$ cat src/rtl/dual_ram_pingpong_ctrl.sv
// Ping-pong ownership controller for the two halves of the shared A->B dual-port RAM.
// Watches DSP A's strobes, gates its writes, and hands committed frames to DSP B.
module dual_ram_pingpong_ctrl #(
  parameter int BUF_WORDS = 32,
  parameter int INT_WIDTH = 8
) (
  input  logic        clk,
  input  logic        iRst_n,
  input  logic        xzcs6_a,
  input  logic        we_a,
  input  logic [9:0]  addr_a,
  input  logic        release_b,
  input  logic        fail_a,
  output logic        wr_en_a,
  output logic        wbuf_a,
  output logic        rbuf_b,
  output logic        xint_b,
  output logic        overrun,
  output logic        illegal_wr,
  output logic [15:0] frame_cnt,
  output logic [7:0]  drop_cnt,
  output logic [3:0]  buf_state
);

  typedef enum logic [1:0] {
    EMPTY = 2'd0,
    FILL  = 2'd1,
    READY = 2'd2,
    READ  = 2'd3
  } half_st_e;

  localparam int         CW       = $clog2(INT_WIDTH + 1);
  localparam logic [7:0] LAST_OFF = 8'(BUF_WORDS - 1);

  logic       cs_s1, cs_s2, we_s1, we_s2, we_s3;
  logic       wr_evt, evt_q;
  logic [9:0] addr_q;

  half_st_e        st_q [2];
  half_st_e        st_d [2];
  logic            wbuf_q, wbuf_d;
  logic            rbuf_q, rbuf_d;
  logic            rd_next_q, rd_next_d;
  logic            wr_en_q, wr_en_d;
  logic            overrun_q, overrun_d;
  logic            illegal_q, illegal_d;
  logic [15:0]     frame_q, frame_d;
  logic [7:0]      drop_q, drop_d;
  logic [CW-1:0]   int_cnt_q, int_cnt_d;
  logic            fail_q;

  logic hit, sel, accept, reject, commit, other;

  always_ff @(posedge clk or negedge iRst_n) begin
    if (!iRst_n) begin
      cs_s1  <= 1'b1;
      cs_s2  <= 1'b1;
      we_s1  <= 1'b1;
      we_s2  <= 1'b1;
      we_s3  <= 1'b1;
      evt_q  <= 1'b0;
      addr_q <= '0;
    end else begin
      cs_s1  <= xzcs6_a;
      cs_s2  <= cs_s1;
      we_s1  <= we_a;
      we_s2  <= we_s1;
      we_s3  <= we_s2;
      evt_q  <= wr_evt;
      if (wr_evt) addr_q <= addr_a;
    end
  end

  assign wr_evt = we_s3 & ~we_s2 & ~cs_s2;

  assign hit    = ~addr_q[9] & (addr_q[7:0] <= LAST_OFF);
  assign sel    = addr_q[8];
  assign other  = ~wbuf_q;
  assign accept = evt_q & hit & (sel == wbuf_q) & wr_en_q & ~fail_a & (st_q[sel] == FILL);
  assign reject = evt_q & hit & ~fail_a & ~accept;
  assign commit = accept & (addr_q[7:0] == LAST_OFF);

  always_ff @(posedge clk or negedge iRst_n) begin
    if (!iRst_n) begin
      st_q[0]   <= FILL;
      st_q[1]   <= EMPTY;
      wbuf_q    <= 1'b0;
      rbuf_q    <= 1'b0;
      rd_next_q <= 1'b0;
      wr_en_q   <= 1'b1;
      overrun_q <= 1'b0;
      illegal_q <= 1'b0;
      frame_q   <= '0;
      drop_q    <= '0;
      int_cnt_q <= '0;
      fail_q    <= 1'b0;
    end else begin
      st_q      <= st_d;
      wbuf_q    <= wbuf_d;
      rbuf_q    <= rbuf_d;
      rd_next_q <= rd_next_d;
      wr_en_q   <= wr_en_d;
      overrun_q <= overrun_d;
      illegal_q <= illegal_d;
      frame_q   <= frame_d;
      drop_q    <= drop_d;
      int_cnt_q <= int_cnt_d;
      fail_q    <= fail_a;
    end
  end

  always_comb begin
    st_d      = st_q;
    wbuf_d    = wbuf_q;
    rbuf_d    = rbuf_q;
    rd_next_d = rd_next_q;
    wr_en_d   = wr_en_q;
    overrun_d = overrun_q;
    illegal_d = reject;
    frame_d   = frame_q;
    drop_d    = drop_q;
    int_cnt_d = (int_cnt_q != '0) ? int_cnt_q - CW'(1) : int_cnt_q;

    if (reject && drop_q != 8'hFF) drop_d = drop_q + 8'd1;

    // Release is resolved before commit/handoff so a same-edge commit sees the freed half.
    if (release_b && st_q[rbuf_q] == READ) st_d[rbuf_q] = EMPTY;

    if (st_q[0] != READ && st_q[1] != READ && st_q[rd_next_q] == READY) begin
      st_d[rd_next_q] = READ;
      rbuf_d          = rd_next_q;
      rd_next_d       = ~rd_next_q;
      int_cnt_d       = CW'(INT_WIDTH);
    end

    if (commit) begin
      st_d[wbuf_q] = READY;
      frame_d      = frame_q + 16'd1;
      if (st_d[other] == EMPTY) begin
        st_d[other] = FILL;
        wbuf_d      = other;
      end else begin
        wr_en_d   = 1'b0;
        overrun_d = 1'b1;
      end
    end

    if (fail_a) begin
      wr_en_d = 1'b0;
    end else if (fail_q && (st_d[wbuf_q] == FILL || st_d[wbuf_q] == EMPTY)) begin
      st_d[wbuf_q] = FILL;
      wr_en_d      = 1'b1;
    end else if (!wr_en_q && st_d[other] == EMPTY) begin
      st_d[other] = FILL;
      wbuf_d      = other;
      wr_en_d     = 1'b1;
    end
  end

  assign wr_en_a    = wr_en_q;
  assign wbuf_a     = wbuf_q;
  assign rbuf_b     = rbuf_q;
  assign xint_b     = (int_cnt_q == '0);
  assign overrun    = overrun_q;
  assign illegal_wr = illegal_q;
  assign frame_cnt  = frame_q;
  assign drop_cnt   = drop_q;
  assign buf_state  = {st_q[1], st_q[0]};

endmodule

$ cat config.mk
export PLATFORM = sky130hd
export DESIGN_NAME = dual_ram_pingpong_ctrl
export DESIGN_NICKNAME = d
export VERILOG_FILES = /design/src/rtl/dual_ram_pingpong_ctrl.sv
export SDC_FILE = /design/constraint.sdc
export NUM_CORES = 1
export LEC_CHECK = 0
export BUFFER_PORTS_ARGS = -buffer_cell sky130_fd_sc_hd__buf_2
export CAP_MARGIN = 20
export CORE_MARGIN = 1
export CORE_UTILIZATION = 45
export DETAILED_ROUTE_END_ITERATION = 6
export HOLD_SLACK_MARGIN = 0.15
export PLACE_DENSITY = 0.67
export SLEW_MARGIN = 20
export SYNTH_ARGS = -nofsm -noshare
export SYNTH_HDL_FRONTEND = slang
export SYNTH_SLANG_ARGS = --single-unit
$ cat constraint.sdc
create_clock -name clk -period 2.7 [get_ports clk]
set_input_delay 0.54 -clock clk [delete_from_list [all_inputs] [get_ports clk]]
set_output_delay 0.54 -clock clk [all_outputs]
set_load 0.005 [all_outputs]
## Word-level counts from Yosys, hierarchy flattened

Cells that the tools add are included.
Widths: inputs -> output; s select.

| storage, ports and cells | value |
|---|---|
| bits in registers | 55 |
| input port bits | 16 |
| output and inout port bits | 34 |

| operators by class | value |
|---|---|
| $add $sub $neg | 3 |
| magnitude comparators | 10 |
| eq/ne operators | 10 |
| muxes and demuxes | 45 |
| bitwise gates (word level) | 38 |
| reduce and logical (&&, ||, !) cells | 21 |

Operators by type and width:

| operator | number |
|---|---|
| $mux 2 | 22 |
| $mux 4 | 9 |
| $add 16x1->16 const B | 1 |
| $and 1x1->1 | 11 |
| $ge 2x2->1 const B | 5 |
| $logic_and 1x1->1 | 10 |
| $mux 1 | 10 |
| $not 1->2 | 5 |
| $add 8x1->8 const B | 1 |
| $and 2x2->2 | 4 |
| $demux 2 s1 | 4 |
| $eq 8x5->1 const B | 1 |
| $le 8x5->1 const B | 1 |
| $lt 2x1->1 const B | 4 |
| $ne 8x8->1 const B | 1 |
| $not 1->1 | 8 |
| $or 2x2->2 | 4 |
| $reduce_bool 4->1 | 2 |
| $logic_not 2->1 | 3 |
| $not 2->2 | 3 |
| $and 4x4->4 | 1 |
| $eq 2x1->1 const B | 2 |
| $eq 2x2->1 const B | 2 |
| $logic_not 4->1 | 1 |
| other kinds (10) | 12 |

## Logic depth before layout (Yosys ltp)

Gate-level depths: netlist of run 1.

| depth | value |
|---|---|
| depth in word-level cells | 25 |
| depth in mapped cells | 7 |
| mapped depth without buffers | 6 |

## Worst setup path after synthesis of run 1

OpenSTA, ideal clock, no wires.

| path | value |
|---|---|
| path kind | flip-flop to flip-flop |
| start | reg st_q, in the netlist buf_state[0] |
| end | reg frame_q[12] (netlist: frame_cnt[12]) |
| library setup time | 79 ps |
| arrival | 2017 ps |
| required time | 2621 ps |
| setup slack | 604 ps |
| stages on the path, launching flop included | 7 |
| clock period less this slack | 2096 ps |
| cell sequence | dfstp_2 > nor4b_4 > o21ai_2 > or4_4 > buf_6 > nor4_1 > xor2_1 |

| on the way | value |
|---|---|
| longest elaborated chain between the ends | 6 |

RTL lines:

| item | RTL line | source |
|---|---|---|
| start: declaration | 39 | `half_st_e st_q [2];` |
| start signal: assignment | 98 | `st_q <= st_d;` |
| $mux 2 (not written as such) (3 in a row) | 79 | `assign accept = evt_q & hit & (sel == wbuf_q) & wr_en_q & ~fail_a & (st_q[sel] == FILL);` |
| $eq 2x1->1 | 79 |  |
| $and 1x1->1 | 79 |  |
| $and 1x1->1 | 81 | `assign commit = accept & (addr_q[7:0] == LAST_OFF);` |
| end signal: assignment | 105 | `frame_q <= frame_d;` |
| end: declaration | 47 | `logic [15:0] frame_q, frame_d;` |

Every way passes these cells. The select of a mux whose other input is x is not followed.
A chain may end at the register's enable or synchronous reset.

## Final worst setup path of run 1

| path | value |
|---|---|
| start | reg st_q, in the netlist buf_state[1] |
| end | reg frame_q[11] (netlist: frame_cnt[11]) |

Same word-level chain as after synthesis.

==> flow_metrics.env, run 1 <==
export IMPL_synthToLayoutAreaGrowth_pct=16.2
export IMPL_synth_mux_area_frac=0.0525
export IMPL_ys_flop_type="dfrtp_1"
export IMPL_cts_buffer_depth=2
export IMPL_synth_xor_xnor_area_share=0.0824
export IMPL_fillers=502
export IMPL_fin_crit_sh=0.844
export IMPL_tightest_slew_ps=667
export IMPL_max_stage_delay_ps=680
export IMPL_r2r_start="buf_state[1]$_DFF_PN0_"
export IMPL_worst_path_buf_inv=0
export IMPL_avgSynthCellArea_um2=11.2
export IMPL_cp_top_family="simple AND/OR/NAND/NOR gates"
export IMPL_cts_root_buf="clkbuf_8"
export IMPL_worstSetupPathType="reg -> reg"
export IMPL_place_ws_ps=452
export IMPL_io_pins=50
export IMPL_netlist_area_um2=2550
export IMPL_drt_wl_total_mm=4.57
export IMPL_cts_setup_buffers=0
export IMPL_cts_buffers=5
export IMPL_slowest_stage="or4_4"
export IMPL_rr_worst_depth=5
export IMPL_cp_arrival_ps=2520
export IMPL_antenna_found_initial=0
export IMPL_clock_sinks=55
export IMPL_dieWidth_um=77.3
export IMPL_overflow=0
export IMPL_layout_min_cycle_time_ps=2280
export IMPL_slew_headroom=0.555
export IMPL_dr_pass1_iters=4
export IMPL_rows=27
export IMPL_required_ps=2940
export IMPL_clock_latency_ps=310
export IMPL_final_net_count=298
export IMPL_htreeDepth=2
export IMPL_dpl_hpwl_mm=3.23
export IMPL_whs_path_depth=1
export IMPL_synth_seq_area_share=0.543
export IMPL_synthTopCellsByArea="dfrtp_1 47%, dfstp_2 7.2%, mux2_2 4.9%"
export IMPL_synth_compound_area_frac=0.0809
export IMPL_crit_chain="nor4b_4 > o21ai_2 > or4_4 > nor4_1 > xor2_1"
export IMPL_hold_path_end="we_s1$_DFF_PN1_"
export IMPL_initial_core_util=0.466
export IMPL_die_h_um=77.3
export IMPL_drt_iter0_drc=106
export IMPL_synthTopCellsByCount="48 x dfrtp_1, 17 x nand2_1, 13 x xnor2_1"
export IMPL_dr_total_vias=1890
export IMPL_async_reset_ff_frac=1.00
export IMPL_synth_edf_count=0
export IMPL_worst_path_max_fanout=20
export IMPL_synth_simple_gate_area_share=0.194
export IMPL_wl_per_cell_um=13.0
export IMPL_portBuffers=49
export IMPL_reg2reg_slack_ps=420
export IMPL_run_status="completed"
export IMPL_utilization=0.542
export IMPL_fp_dieArea_um2=5980
export IMPL_hold_violations=0
export IMPL_viasPerCell=5.38
export IMPL_setup_ws_ps=422
export IMPL_grt_pass1_vias=1670
export IMPL_min_from="we_a"
export IMPL_drive_above_1_share=0.305
export IMPL_antenna_left=0
export IMPL_place_congestion=0.842
export IMPL_synth_cell_types=45
export IMPL_fmax_mhz=439
export IMPL_grt_usage=0.162
export IMPL_p_leak_uw=0.00144
export IMPL_clkTransAtPathRegs_ps=100
export IMPL_finalSetupViolCount=0
export IMPL_core_area_um2=5470
export IMPL_worstHoldPathType="in -> reg"
export IMPL_synth_cells=228
export IMPL_synth_top_family_by_area="simple AND/OR/NAND/NOR gates"
export IMPL_drv_slew=0
export IMPL_postCtsHoldBufs=0
export IMPL_power_density_nw_per_um2=577
export IMPL_synth_most_common_cell="dfrtp_1"
export IMPL_yosys_warnings=0
export IMPL_synth_top_area_share=0.471
export IMPL_start_kind="register"
export IMPL_cts_resized=0
export IMPL_reg2reg_to="frame_cnt[11]$_DFFE_PN0N_"
export IMPL_yosys_area_top_type="dfrtp_1"
export IMPL_grt_pass1_wl_mm=7.69
export IMPL_cts_tree="done"
export IMPL_drc_errors=0
export IMPL_grt_max_degree=56
export IMPL_maxCapViolations=0
export IMPL_ir_drop_v=0.000335
export IMPL_finClkSkew_ps=8.11
export IMPL_tns_ps=0
export IMPL_synth_nets=248
export IMPL_rsz0062_at_grt="false"
export IMPL_n_antenna_cell=0
export IMPL_cp_end_kind="register"
export IMPL_synth_seq_cells=55
export IMPL_synthAdderAreaFrac=0.0196
-- per-layer routing --
layer,GRT usage,vias to the layer above,share of wire
met4,0.0491,0,0.011
met1,0.220,930,0.48
met2,0.258,44,0.47
met5,0,-,0
li1,-,912,-
met3,0.0369,4,0.041
-- placed cells by master, fill, tap and decap left out, types with 2 or more instances in the layout --
master / Yosys / final
a21oi_1: 9 / 9
and4_1: 3 / 3
nor4_1: 6 / 6
xor2_1: 11 / 11
dfstp_2: 7 / 7
nor2_1: 10 / 10
buf_2: 1 / 49
o21bai_1: 2 / 2
mux2_2: 11 / 11
xnor2_1: 13 / 13
nor2b_1: 3 / 3
nand3_1: 11 / 11
clkbuf_8: 0 / 6
nor3b_1: 4 / 4
ha_1: 4 / 4
nand3b_1: 2 / 2
and4b_1: 3 / 3
nand2_1: 17 / 17
inv_1: 8 / 8
nor3_1: 8 / 8
o22ai_1: 2 / 2
and3_1: 2 / 2
nand4_1: 8 / 8
o21ai_0: 9 / 9
dfrtp_1: 48 / 48
buf_4: 0 / 3
-- worst reg2reg max path: cells and delay by family (launching register included) --
kind            cells  cell delay, ps
flops               1             540
compound gates      1             100
simple gates        3            1410
xor+xnor            1             170
-- power breakdown --
group | leakage, uW | internal, uW | total (uW) | switching [uW]
Combinational | 0.000692 | 137 | 266 | 129
Clock | 0.0000474 | 210 | 470 | 260
Sequential | 0.000696 | 909 | 977 | 68.8
-- area by class of cell --
cell class	count	area [um2]	share of cell area
repair buffers	52	268	0.0903
inverters	8	30.0	0.0101
well taps	72	90.1	0.0304
flip-flops and latches	55	1390	0.467
multi-input cells	156	1090	0.369
clock buffers	6	82.6	0.0278
clock inverters	2	16.3	0.00548
-- worst max path at each step --
stage	startpoint	to	slack, ps	cells past startpoint
finish	buf_state[1]$_DFF_PN0_	frame_cnt[11]$_DFFE_PN0N_	420	5
global route	addr_q[7]$_DFFE_PN0P_	frame_cnt[14]$_DFFE_PN0N_	240	5
CTS	int_cnt_q[0]$_DFFE_PN0P_	xint_b	400	4
detailed placement	buf_state[1]$_DFF_PN0_	frame_cnt[11]$_DFFE_PN0N_	450	5
global placement	buf_state[1]$_DFF_PN0_	frame_cnt[12]$_DFFE_PN0N_	480	5
floorplan	buf_state[0]$_DFF_PN1_	frame_cnt[12]$_DFFE_PN0N_	600	6
-- metrics by stage --
step | std cells | instance area, um2 | power, uW | hold WS [ps]
after floorplan | 228 | 2550 | 1170 | 244
after global placement | 343 | 2870 | 1250 | 346
after detailed placement | 343 | 2870 | 1260 | 347
after CTS | 351 | 2970 | 1740 | 309
after global routing | 351 | 2970 | 1810 | 303
final | 351 | 2970 | 1710 | 324
-- cell families (layout without fill, tap and decap cells) --
family                   Yosys count  after routing
XOR/XNOR                          24             24
multiplexers                      12             12
buffers and inverters             17             68
AND/OR/NAND/NOR                   84             84
AO/OA/AOI/OAI                     32             32
adder cells (fa/ha/maj)            4              4
flip-flops                        55             55
-- sequential cells by signal (all words and copies together), names as in the netlist, 4 cells and up --
signal	count
buf_state	4
frame_cnt	16
int_cnt_q	4
addr_q	10
drop_cnt	8
(Power assumes the default switching activity.)
==> run 2, diff against run 1 <==
Clock period 2.7 ns to 2.15 ns, I/O delays scaled along.
==> run 2 against run 1 <==
Against the previous run:
- setup slack worse by 330 ps
- utilization is 2.0 points higher
- sequential cell count stayed put
- global-route usage is 1.2 points higher
- first-iteration DRC count is 10% lower
- register-to-register slack worse by 330 ps
- worst hold slack worse by 100 ps
- clock power is 40% higher
- non-clock buffer count is 10 higher
- clock skew hardly changed
- design area is 3.8% higher
- clock-buffer cell count is 1 higher
- largest power group unchanged
==> flow_metrics.env, run 2 (synthesis results as in run 1) <==
export IMPL_htreeDepth=2
export IMPL_viasPerCell=5.27
export IMPL_slew_headroom=0.660
export IMPL_p_leak_uw=0.00149
export IMPL_crit_chain="nor4b_4 > o21ai_2 > or4_4 > nor4_1 > xor2_1"
export IMPL_required_ps=2380
export IMPL_cp_end_kind="register"
export IMPL_tns_ps=0
export IMPL_layout_min_cycle_time_ps=2060
export IMPL_finClkSkew_ps=8.11
export IMPL_antenna_found_initial=0
export IMPL_whs_path_depth=1
export IMPL_final_net_count=308
export IMPL_hold_violations=0
export IMPL_worst_path_buf_inv=0
export IMPL_worstSetupPathType="reg -> reg"
export IMPL_ir_drop_v=0.000446
export IMPL_synthToLayoutAreaGrowth_pct=20.6
export IMPL_fin_crit_sh=0.957
export IMPL_largest_reg_flops=16
export IMPL_drt_wl_total_mm=4.91
export IMPL_hold_path_end="cs_s1$_DFF_PN1_"
export IMPL_fp_dieArea_um2=5980
export IMPL_overflow=0
export IMPL_fmax_mhz=486
export IMPL_clock_latency_ps=300
export IMPL_place_ws_ps=78.7
export IMPL_crit_start="buf_state[0]$_DFF_PN1_"
export IMPL_cts_tree="done"
export IMPL_r2r_start="buf_state[0]$_DFF_PN1_"
export IMPL_cts_root_buf="clkbuf_8"
export IMPL_wl_per_cell_um=13.6
export IMPL_rsz0062_at_grt="true"
export IMPL_grt_pass1_vias=1773
export IMPL_io_pins=50
export IMPL_fillers=502
export IMPL_portBuffers=49
export IMPL_grt_max_degree=56
export IMPL_clock_sinks=55
export IMPL_run_status="completed"
export IMPL_n_antenna_cell=0
export IMPL_drc_errors=0
export IMPL_reg2reg_to="frame_cnt[14]$_DFFE_PN0N_"
export IMPL_cts_buffers=5
export IMPL_rows=27
export IMPL_cts_buffer_depth=2
export IMPL_slowest_stage="or4_4"
export IMPL_dp_cells=352
export IMPL_antenna_left=0
export IMPL_reg2reg_slack_ps=90
export IMPL_place_congestion=0.869
export IMPL_worst_path_max_fanout=11
export IMPL_final_common_cell="buf_2"
export IMPL_mostFrequentLayoutCells="49 x buf_2, 48 x dfrtp_1, 17 x nand2_1"
export IMPL_finalSetupViolCount=0
export IMPL_cts_setup_buffers=0
export IMPL_drt_iter0_drc=95
export IMPL_dpl_hpwl_mm=3.50
export IMPL_initial_core_util=0.466
export IMPL_min_from="xzcs6_a"
export IMPL_setup_ws_ps=92.4
export IMPL_drv_slew=0
export IMPL_cp_top_family="simple AND/OR/NAND/NOR gates"
export IMPL_power_uw=2250
export IMPL_clkTransAtPathRegs_ps=90
export IMPL_max_stage_delay_ps=630
export IMPL_dieWidth_um=77.3
export IMPL_start_kind="register"
export IMPL_final_cells=361
export IMPL_die_h_um=77.3
export IMPL_maxCapViolations=0
export IMPL_tightest_slew_ps=509
export IMPL_drive_above_1_share=0.325
export IMPL_dr_pass1_iters=4
export IMPL_power_density_nw_per_um2=731
export IMPL_grt_usage=0.175
export IMPL_cp_arrival_ps=2290
export IMPL_grt_pass1_wl_mm=8.27
export IMPL_rr_worst_depth=5
export IMPL_dr_total_vias=1902
export IMPL_worstHoldPathType="in -> reg"
export IMPL_core_area_um2=5470
[run 2: cell types whose count changed in the layout (fill, tap and decap cells not counted)]
cell and change:
clkbuf_8 -1, buf_12 +1, bufinv_16 +1, clkinvlp_4 -1
a2111oi_0 -1, buf_4 +8, dlygate4sd3_1 +1, clkinv_4 -1
clkbuf_1 +2, a2111oi_1 +1, nor4_1 -2, nor4_2 +2
[run 2: layout make-up]
class	instances	area [um2]	area share
inverter	8	30.0	0.00976
timing repair buffer	62	358	0.116
sequential	55	1390	0.450
clock buffer	7	76.3	0.0248
clock inverter	1	30.0	0.00976
multi-input combinational	156	1110	0.360
tap	72	90.1	0.0293
[run 2: what timing repair did]
action                                  in CTS  in global routing
resized for setup                            0                  3
hold buffers                                 1                  0
endpoints found under the hold margin       48                  0
endpoints found under the setup margin       0                  7
[run 2: worst register-to-register path, cell delays in order, from the launching register on]
cell and delay, ps:
dfstp_2 540, nor4b_4 190, o21ai_2 90, or4_4 630
nor4_1 370, xor2_1 170
[run 2: where the power goes]
part	internal (uW)	total (uW)	leakage, uW	switching [uW]
sequential	1140	1220	0.000696	82.5
combinational	195	369	0.000744	174
clock	349	658	0.0000524	309
[run 2: routing by layer]
metal  wire length [um]  global-route usage  vias to the layer above
li1                   -                   -                      932
met1               2260               0.240                      917
met2               2400               0.273                       47
met3                205              0.0333                        6
met4                 54              0.0660                        0
met5                  0                   0                        -
[run 2: worst max path at each step]
stage / end / slack (ps) / cells past startpoint
after floorplan: frame_cnt[12]$_DFFE_PN0N_ / 50 / 6
final: frame_cnt[14]$_DFFE_PN0N_ / 90 / 5
after global routing: frame_cnt[15]$_DFFE_PN0N_ / -4 / 5
after global placement: frame_cnt[14]$_DFFE_PN0N_ / 160 / 5
after CTS: frame_cnt[11]$_DFFE_PN0N_ / 50 / 5
after detailed placement: frame_cnt[11]$_DFFE_PN0N_ / 80 / 5
[run 2: through the flow]
stage / hold slack [ps] / util / area, um2
2_1_floorplan: 134 / - / 2550
5_1_grt: 206 / 0.562 / 3080
3_3_place_gp: 347 / 0.539 / 2950
3_5_place_dp: 347 / 0.539 / 2950
4_1_cts: 208 / 0.560 / 3060
6_report: 224 / 0.562 / 3080
